--- src/rtl/reset_seq_pkg.sv ---
// Shared definitions for the reset sequencer: FSM state encoding and sizing helpers.
package reset_seq_pkg;

  localparam int unsigned STATE_W = 3;

  typedef enum logic [STATE_W-1:0] {
    ST_HOLD,
    ST_WAIT_ACK,
    ST_GAP,
    ST_DONE,
    ST_FAULT
  } seq_state_e;

  function automatic int unsigned stage_width(input int unsigned n);
    return (n > 1) ? $clog2(n) : 1;
  endfunction

  function automatic int unsigned max2(input int unsigned a, input int unsigned b);
    return (a > b) ? a : b;
  endfunction

endpackage

--- src/rtl/reset_sequencer_if.sv ---
// Handshake bundle between the reset sequencer (master) and its downstream domains (slave).
interface reset_sequencer_if
  import reset_seq_pkg::*;
#(
  parameter int unsigned NUM_STAGES = 4
);

  localparam int unsigned STAGE_W = stage_width(NUM_STAGES);

  logic                  isoft_rst;
  logic [NUM_STAGES-1:0] iack;
  logic [NUM_STAGES-1:0] orst_n;
  logic [STAGE_W-1:0]    ostage;
  logic                  odone;
  logic                  ofault;

  modport master (
    input  isoft_rst, iack,
    output orst_n, ostage, odone, ofault
  );

  modport slave (
    output isoft_rst, iack,
    input  orst_n, ostage, odone, ofault
  );

endinterface

--- src/rtl/reset_sync_2ff.sv ---
// Asynchronous-assert, synchronous-deassert 2-flop reset synchronizer.
module reset_sync_2ff (
  input  logic iclk,
  input  logic irst_n,
  output logic orst_n
);

  logic meta_q;
  logic sync_q;

  always_ff @(posedge iclk or negedge irst_n) begin
    if (!irst_n) begin
      meta_q <= 1'b0;
      sync_q <= 1'b0;
    end else begin
      meta_q <= 1'b1;
      sync_q <= meta_q;
    end
  end

  assign orst_n = sync_q;

endmodule

--- src/rtl/reset_sequencer.sv ---
// Ordered release of NUM_STAGES reset domains with per-stage ack and guard gap.
// Optional ack timeout / FAULT state enabled by defining RESET_SEQ_TIMEOUT_EN.
module reset_sequencer
  import reset_seq_pkg::*;
#(
  parameter int unsigned NUM_STAGES     = 4,
  parameter int unsigned HOLD_CYCLES    = 16,
  parameter int unsigned GAP_CYCLES     = 8,
  parameter int unsigned TIMEOUT_CYCLES = 256
) (
  input  logic              iclk,
  input  logic              irst_n,
  reset_sequencer_if.master bus
);

  localparam int unsigned STAGE_W = stage_width(NUM_STAGES);
`ifdef RESET_SEQ_TIMEOUT_EN
  localparam int unsigned MAX_CYC = max2(max2(HOLD_CYCLES, GAP_CYCLES), TIMEOUT_CYCLES);
`else
  localparam int unsigned MAX_CYC = max2(HOLD_CYCLES, GAP_CYCLES);
`endif
  localparam int unsigned CNT_W = $clog2(MAX_CYC) + 1;

  localparam logic [CNT_W-1:0]   HOLD_LAST  = CNT_W'(HOLD_CYCLES - 1);
  localparam logic [CNT_W-1:0]   GAP_LAST   = CNT_W'(GAP_CYCLES - 1);
  localparam logic [STAGE_W-1:0] STAGE_LAST = STAGE_W'(NUM_STAGES - 1);

  logic sync_rst_n;

  reset_sync_2ff u_sync (
    .iclk   (iclk),
    .irst_n (irst_n),
    .orst_n (sync_rst_n)
  );

  seq_state_e            state_q, state_d;
  logic [CNT_W-1:0]      cnt_q, cnt_d;
  logic [NUM_STAGES-1:0] rst_q, rst_d;
  logic [STAGE_W-1:0]    stage_q, stage_d;
  logic                  done_q, done_d;
  logic [STAGE_W-1:0]    next_stage;

  assign next_stage = stage_q + STAGE_W'(1);

`ifdef RESET_SEQ_TIMEOUT_EN
  localparam logic [CNT_W-1:0] TO_LAST = CNT_W'(TIMEOUT_CYCLES - 1);
  logic fault_q, fault_d;
`endif

  always_ff @(posedge iclk or negedge irst_n) begin
    if (!irst_n) begin
      state_q <= ST_HOLD;
      cnt_q   <= '0;
      rst_q   <= '0;
      stage_q <= '0;
      done_q  <= 1'b0;
`ifdef RESET_SEQ_TIMEOUT_EN
      fault_q <= 1'b0;
`endif
    end else begin
      state_q <= state_d;
      cnt_q   <= cnt_d;
      rst_q   <= rst_d;
      stage_q <= stage_d;
      done_q  <= done_d;
`ifdef RESET_SEQ_TIMEOUT_EN
      fault_q <= fault_d;
`endif
    end
  end

  always_comb begin
    state_d = state_q;
    cnt_d   = cnt_q;
    rst_d   = rst_q;
    stage_d = stage_q;
    done_d  = done_q;
`ifdef RESET_SEQ_TIMEOUT_EN
    fault_d = fault_q;
`endif
    // Soft reset overrides any same-cycle ack or count terminal.
    if (bus.isoft_rst) begin
      state_d = ST_HOLD;
      cnt_d   = '0;
      rst_d   = '0;
      stage_d = '0;
      done_d  = 1'b0;
`ifdef RESET_SEQ_TIMEOUT_EN
      fault_d = 1'b0;
`endif
    end else begin
      unique case (state_q)
        ST_HOLD: begin
          if (sync_rst_n) begin
            if (cnt_q == HOLD_LAST) begin
              rst_d[0] = 1'b1;
              stage_d  = '0;
              cnt_d    = '0;
              state_d  = ST_WAIT_ACK;
            end else begin
              cnt_d = cnt_q + CNT_W'(1);
            end
          end
        end
        ST_WAIT_ACK: begin
          if (bus.iack[stage_q]) begin
            cnt_d = '0;
            if (stage_q == STAGE_LAST) begin
              state_d = ST_DONE;
              done_d  = 1'b1;
            end else begin
              state_d = ST_GAP;
            end
          end
`ifdef RESET_SEQ_TIMEOUT_EN
          else if (cnt_q == TO_LAST) begin
            rst_d   = '0;
            fault_d = 1'b1;
            cnt_d   = '0;
            state_d = ST_FAULT;
          end else begin
            cnt_d = cnt_q + CNT_W'(1);
          end
`endif
        end
        ST_GAP: begin
          if (cnt_q == GAP_LAST) begin
            stage_d           = next_stage;
            rst_d[next_stage] = 1'b1;
            cnt_d             = '0;
            state_d           = ST_WAIT_ACK;
          end else begin
            cnt_d = cnt_q + CNT_W'(1);
          end
        end
        ST_DONE, ST_FAULT: ;
        default: begin
          state_d = ST_HOLD;
          cnt_d   = '0;
          rst_d   = '0;
          stage_d = '0;
          done_d  = 1'b0;
        end
      endcase
    end
  end

  assign bus.orst_n = rst_q;
  assign bus.ostage = stage_q;
  assign bus.odone  = done_q;
`ifdef RESET_SEQ_TIMEOUT_EN
  assign bus.ofault = fault_q;
`else
  assign bus.ofault = 1'b0;
  logic unused_timeout;
  assign unused_timeout = |TIMEOUT_CYCLES;
`endif

endmodule
--- src/flat_wrapper.sv ---
// flat-port wrapper written by rule: the top's interface ports become plain ports
module reset_sequencer_flat import reset_seq_pkg::*;
#(
  parameter int unsigned NUM_STAGES     = 4,
  parameter int unsigned HOLD_CYCLES    = 16,
  parameter int unsigned GAP_CYCLES     = 8,
  parameter int unsigned TIMEOUT_CYCLES = 256
)
  (iclk, irst_n, bus_isoft_rst, bus_iack, bus_orst_n, bus_ostage, bus_odone, bus_ofault);
  reset_sequencer_if #(.NUM_STAGES(NUM_STAGES)) bus_i ();
  input  logic iclk;
  input  logic irst_n;
  input wire logic [$bits(bus_i.isoft_rst)-1:0] bus_isoft_rst;
  input wire logic [$bits(bus_i.iack)-1:0] bus_iack;
  output wire logic [$bits(bus_i.orst_n)-1:0] bus_orst_n;
  output wire logic [$bits(bus_i.ostage)-1:0] bus_ostage;
  output wire logic [$bits(bus_i.odone)-1:0] bus_odone;
  output wire logic [$bits(bus_i.ofault)-1:0] bus_ofault;
  assign bus_i.isoft_rst = bus_isoft_rst;
  assign bus_i.iack = bus_iack;
  assign bus_orst_n = bus_i.orst_n;
  assign bus_ostage = bus_i.ostage;
  assign bus_odone = bus_i.odone;
  assign bus_ofault = bus_i.ofault;
  reset_sequencer #(.NUM_STAGES(NUM_STAGES), .HOLD_CYCLES(HOLD_CYCLES), .GAP_CYCLES(GAP_CYCLES), .TIMEOUT_CYCLES(TIMEOUT_CYCLES)) u_core (.iclk(iclk), .irst_n(irst_n), .bus(bus_i));
endmodule
--- config.mk ---
export PLATFORM = sky130hd
export DESIGN_NAME = reset_sequencer_flat
export DESIGN_NICKNAME = d
export VERILOG_FILES = /design/src/rtl/reset_seq_pkg.sv /design/src/rtl/reset_sequencer_if.sv /design/src/rtl/reset_sync_2ff.sv /design/src/rtl/reset_sequencer.sv /design/src/flat_wrapper.sv
export SDC_FILE = /design/constraint.sdc
export NUM_CORES = 1
export LEC_CHECK = 0
export CAP_MARGIN = 20
export CORE_ASPECT_RATIO = 0.75
export CORE_UTILIZATION = 50
export DETAILED_ROUTE_END_ITERATION = 10
export PLACE_DENSITY = 0.8
export SYNTH_ARGS = -nofsm -noshare
export SYNTH_HDL_FRONTEND = slang
export SYNTH_SLANG_ARGS = --single-unit
export TNS_END_PERCENT = 100
--- constraint.sdc ---
create_clock -name iclk -period 4.2 [get_ports iclk]
set_clock_uncertainty 0.15 [all_clocks]
set_input_delay 0.84 -clock iclk [delete_from_list [all_inputs] [get_ports iclk]]
set_output_delay 0.84 -clock iclk [all_outputs]
set_load 0.005 [all_outputs]
==> flow_results.xml <==
<?xml version="1.0" encoding="UTF-8"?>
<metrics>
  <group name="sta">
    <metric name="timing_max_transition_violations_final" unit="">0</metric>
    <metric name="hold_violations" unit="">0</metric>
    <metric name="unrepaired_setup_endpoints_after_global_routing" unit="">false</metric>
    <metric name="final_min_period_over_clock_period" unit="%">57.1</metric>
    <metric name="fin_setup_tns" unit="ns">0</metric>
    <metric name="fmaxAchievable" unit="GHz">0.417</metric>
    <metric name="min_period" unit="ns">2.40</metric>
    <metric name="setup_violating_endpoint_count_in_the_final_report" unit="">0</metric>
    <metric name="worst_hold_margin" unit="ns">0.209</metric>
    <metric name="relSlewSlack" unit="%">50.9</metric>
    <metric name="tightestPinTransition" unit="ns">0.735</metric>
  </group>
  <group name="grt">
    <metric name="grt_overflow_total" unit="">0</metric>
    <metric name="largest_net_degree_at_the_start_of_global_routing" unit="">17</metric>
    <metric name="grt_antenna_before_repair" unit="">0</metric>
    <metric name="vias_in_the_first_global_route" unit="">649</metric>
    <metric name="grt.total_usage" unit="%">21.8</metric>
    <metric name="grt_first_pass_wirelength" unit="um">3060</metric>
  </group>
  <group name="logic_synthesis">
    <metric name="synth_seq_cells" unit="">16</metric>
    <metric name="postSynth.asyncResetShare" unit="%">100</metric>
    <metric name="synth_area_leaders" unit="">sky130_fd_sc_hd__dfrtp_1 41%, sky130_fd_sc_hd__ha_1 10%, sky130_fd_sc_hd__a21oi_1 3.6%</metric>
    <metric name="synth_top_cell_by_area" unit="">sky130_fd_sc_hd__dfrtp_1</metric>
    <metric name="synth.distinct_cells" unit="">37</metric>
    <metric name="synth.most_common_cell" unit="">sky130_fd_sc_hd__dfrtp_1</metric>
    <metric name="postSynthAreaPerCell" unit="um^2">9.87</metric>
    <metric name="main_flop_type_after_synthesis" unit="">sky130_fd_sc_hd__dfrtp_1</metric>
    <metric name="synth_edf_count" unit="">0</metric>
    <metric name="commonest_cells_in_the_synthesized_netlist" unit="">16 x sky130_fd_sc_hd__dfrtp_1, 9 x sky130_fd_sc_hd__nor2_1, 8 x sky130_fd_sc_hd__ha_1</metric>
    <metric name="syn-num-nets" unit="">113</metric>
    <metric name="synth_seq_area_share" unit="%">41.4</metric>
    <metric name="synthesis.instances" unit="">98</metric>
    <metric name="synth_warnings" unit="">0</metric>
    <metric name="netlist_area" unit="um^2">967</metric>
    <metric name="synth_largest_type_area_fraction" unit="%">41.4</metric>
  </group>
  <group name="clock_network">
    <metric name="clk_pin_slew_worst_paths" unit="ns">0.09</metric>
    <metric name="cts_hold_repair.buffers" unit="">0</metric>
    <metric name="cts_tree" unit="">built</metric>
    <metric name="post_cts.resized_instances" unit="">0</metric>
    <metric name="clock_latency_at_the_later_pin_of_the_worst_skew_pair" unit="ns">0.29</metric>
    <metric name="cts_max_path_buffers" unit="">2</metric>
    <metric name="htree_num_levels" unit="">1</metric>
    <metric name="clock_root_buffer" unit="">sky130_fd_sc_hd__clkbuf_4</metric>
    <metric name="post-cts-setup-buffers" unit="">0</metric>
    <metric name="tritoncts_buffers" unit="">3</metric>
    <metric name="number_of_clock_sinks_seen_by_cts" unit="">16</metric>
  </group>
  <group name="critical_path">
    <metric name="timing.critical_path.required" unit="ns">4.27</metric>
    <metric name="critical_path_buf_inv_count" unit="">1</metric>
    <metric name="critical_path.max_fanout" unit="">16</metric>
    <metric name="critical-path-top-delay-family" unit="">simple AND/OR/NAND/NOR gates</metric>
    <metric name="critPathLaunchType" unit="">input port</metric>
    <metric name="critical_path_class" unit="">in -&gt; reg</metric>
    <metric name="crit_path_slowest_cell" unit="">sky130_fd_sc_hd__clkdlybuf4s50_1</metric>
    <metric name="slowest_delay" unit="ns">0.69</metric>
    <metric name="crit_path_cell_trace" unit="">clkdlybuf4s50_1 -&gt; or2_2 -&gt; nor3_2 -&gt; nand3_1 -&gt; o22ai_1</metric>
    <metric name="endpoint_kind_of_the_worst_setup_timing_path" unit="">flip-flop</metric>
    <metric name="worstPathArrival" unit="ns">2.47</metric>
  </group>
  <group name="cells_and_area">
    <metric name="antenna_cells_inserted" unit="">0</metric>
    <metric name="nNetsFinal" unit="">127</metric>
    <metric name="share_of_cells_above_drive_strength_1" unit="%">12.6</metric>
    <metric name="sequential_cell_area" unit="um^2">400</metric>
    <metric name="final.fill_count" unit="">145</metric>
    <metric name="final_util" unit="%">64.2</metric>
    <metric name="area_delta_synth_final" unit="%">17.7</metric>
    <metric name="area_taken_by_multi_input_logic_gates" unit="um^2">518</metric>
  </group>
  <group name="drt">
    <metric name="ant_nets" unit="">0</metric>
    <metric name="routed_wire_length_per_instance" unit="um">14.2</metric>
    <metric name="firstDrtPassIters" unit="">4</metric>
    <metric name="post_drt_via_cell_ratio" unit="">5.70</metric>
    <metric name="drc_violation_count_after_routing" unit="">0</metric>
    <metric name="drtIter0Drc" unit="">16</metric>
    <metric name="aggregate_routed_wire_length" unit="um">1890</metric>
    <metric name="routed-via-count" unit="">758</metric>
  </group>
  <group name="place">
    <metric name="port_buffers" unit="">13</metric>
    <metric name="place.gp.congestion" unit="">0.886</metric>
    <metric name="place.detailed.hpwl" unit="um">1390</metric>
  </group>
  <group name="outcome">
    <metric name="outcome" unit="">complete, no violations</metric>
  </group>
  <group name="floorplan">
    <metric name="placementRows" unit="">13</metric>
    <metric name="die_x" unit="um">52.8</metric>
    <metric name="boundaryPins" unit="">15</metric>
    <metric name="die-height" unit="um">40.1</metric>
    <metric name="initial_core_util" unit="%">54.6</metric>
    <metric name="floorplan.die_area" unit="um^2">2120</metric>
    <metric name="placeableCoreArea" unit="um^2">1770</metric>
  </group>
  <group name="hold_path">
    <metric name="hold_class" unit="">reg -&gt; reg</metric>
  </group>
  <group name="power">
    <metric name="p_seq_share" unit="%">55.4</metric>
    <metric name="power.internal" unit="mW">0.221</metric>
    <metric name="swShare" unit="%">23.3</metric>
    <metric name="switching_power" unit="mW">0.0670</metric>
    <metric name="power_per_cell_area" unit="nW/um^2">253</metric>
    <metric name="comb_power_share" unit="%">8.3</metric>
    <metric name="power.leakage" unit="nW">0.483</metric>
    <metric name="p_clk_share" unit="%">36.3</metric>
    <metric name="peakVddDrop" unit="uV">266</metric>
  </group>
  <group name="job">
    <metric name="max_cap_viol_count" unit="">0</metric>
  </group>
</metrics>
[metal layers]
metal / global-route usage, % / up-vias / wire length [um]
met1: 29.2 / 358 / 860
met3: 8.33 / 5 / 121
met4: 9.87 / 0 / 31
li1: - / 368 / -
met5: 0 / - / 0
met2: 31.0 / 27 / 872
[metrics by stage]
| stage | cells | cell area, um^2 | worst slack, ns | power [mW] |
|---|---|---|---|---|
| 2_1_floorplan | 98 | 967 | 2.36 | 0.175 |
| 3_3_place_gp | 129 | 1100 | 1.53 | 0.186 |
| 3_5_place_dp | 129 | 1100 | 1.50 | 0.187 |
| 4_1_cts | 133 | 1140 | 1.80 | 0.293 |
| 5_1_grt | 133 | 1140 | 1.69 | 0.303 |
| 6_report | 133 | 1140 | 1.80 | 0.288 |
[power by group through the flow]
stage          Combinational, mW  Clock (mW)  Sequential, mW
2_1_floorplan             0.0137           0           0.162
3_3_place_gp              0.0235           0           0.162
3_5_place_dp              0.0243           0           0.162
4_1_cts                   0.0242       0.109           0.159
5_1_grt                   0.0268       0.116           0.160
6_report                  0.0239       0.105           0.159
[sequential cells by signal, summed over array words and instances, names as in the netlist]
signal / count
u_core.cnt_q: 5
u_core.bus.orst_n: 4
u_core.bus.ostage: 2
u_core.state_q: 2
u_core.bus.odone: 1
u_core.u_sync.meta_q: 1
u_core.u_sync.orst_n: 1
[final timing paths]
check                                startpoint                   end  slack, ns  depth (start not counted)
max                               bus_isoft_rst       u_core.cnt_q[3]       1.80                          5
min                        u_core.u_sync.meta_q  u_core.u_sync.orst_n       0.21                          0
max reg2reg                     u_core.cnt_q[0]  u_core.bus.ostage[0]       2.29                          8
min reg2reg                u_core.u_sync.meta_q  u_core.u_sync.orst_n       0.21                          0
max in group asynchronous                irst_n  u_core.bus.ostage[0]       2.62                          1
min in group asynchronous                irst_n  u_core.bus.orst_n[1]       0.82                          1
[logic make-up (layout without fill, tap and decap cells)]
group | Yosys count | count (layout) | share of synthesized area (%)
and+or+nand+nor | 34 | 34 | 20.1
AOI/OAI and AO/OA | 23 | 23 | 17.7
DFF | 16 | 16 | 41.4
buffers and inverters | 11 | 24 | 5.04
adders and majority gates | 8 | 8 | 10.3
muxes | 4 | 4 | 4.66
other | 2 | 2 | 0.776
[cells in the final DEF, fill, tap and decap left out, types with 3 or more instances in the layout]
master,n
sky130_fd_sc_hd__o21ai_0,3
sky130_fd_sc_hd__nand2_1,3
sky130_fd_sc_hd__mux2i_1,3
sky130_fd_sc_hd__inv_1,7
sky130_fd_sc_hd__clkdlybuf4s50_1,13
sky130_fd_sc_hd__a21oi_1,7
sky130_fd_sc_hd__ha_1,8
sky130_fd_sc_hd__nand2b_1,4
sky130_fd_sc_hd__dfrtp_1,16
sky130_fd_sc_hd__nor2_1,9
sky130_fd_sc_hd__nor3_1,3
sky130_fd_sc_hd__clkbuf_4,3
sky130_fd_sc_hd__nand3_1,4
[worst register-to-register path, stage by stage, from the launching register on]
cell,delay (ns)
sky130_fd_sc_hd__dfrtp_1,0.40
sky130_fd_sc_hd__ha_1,0.26
sky130_fd_sc_hd__nand3_1,0.12
sky130_fd_sc_hd__inv_1,0.05
sky130_fd_sc_hd__ha_1,0.16
sky130_fd_sc_hd__and2b_1,0.21
sky130_fd_sc_hd__a22oi_2,0.18
sky130_fd_sc_hd__nor2_1,0.09
sky130_fd_sc_hd__o31ai_1,0.20
[cell type report]
class | instances | area share (%)
Timing Repair Buffer | 13 | 11.4
Tap cell | 22 | 2.42
Sequential cell | 16 | 35.2
Multi-Input combinational cell | 71 | 45.5
Clock buffer | 4 | 3.19
Inverter | 7 | 2.31
No activity file was read; power rests on OpenSTA's default activity.
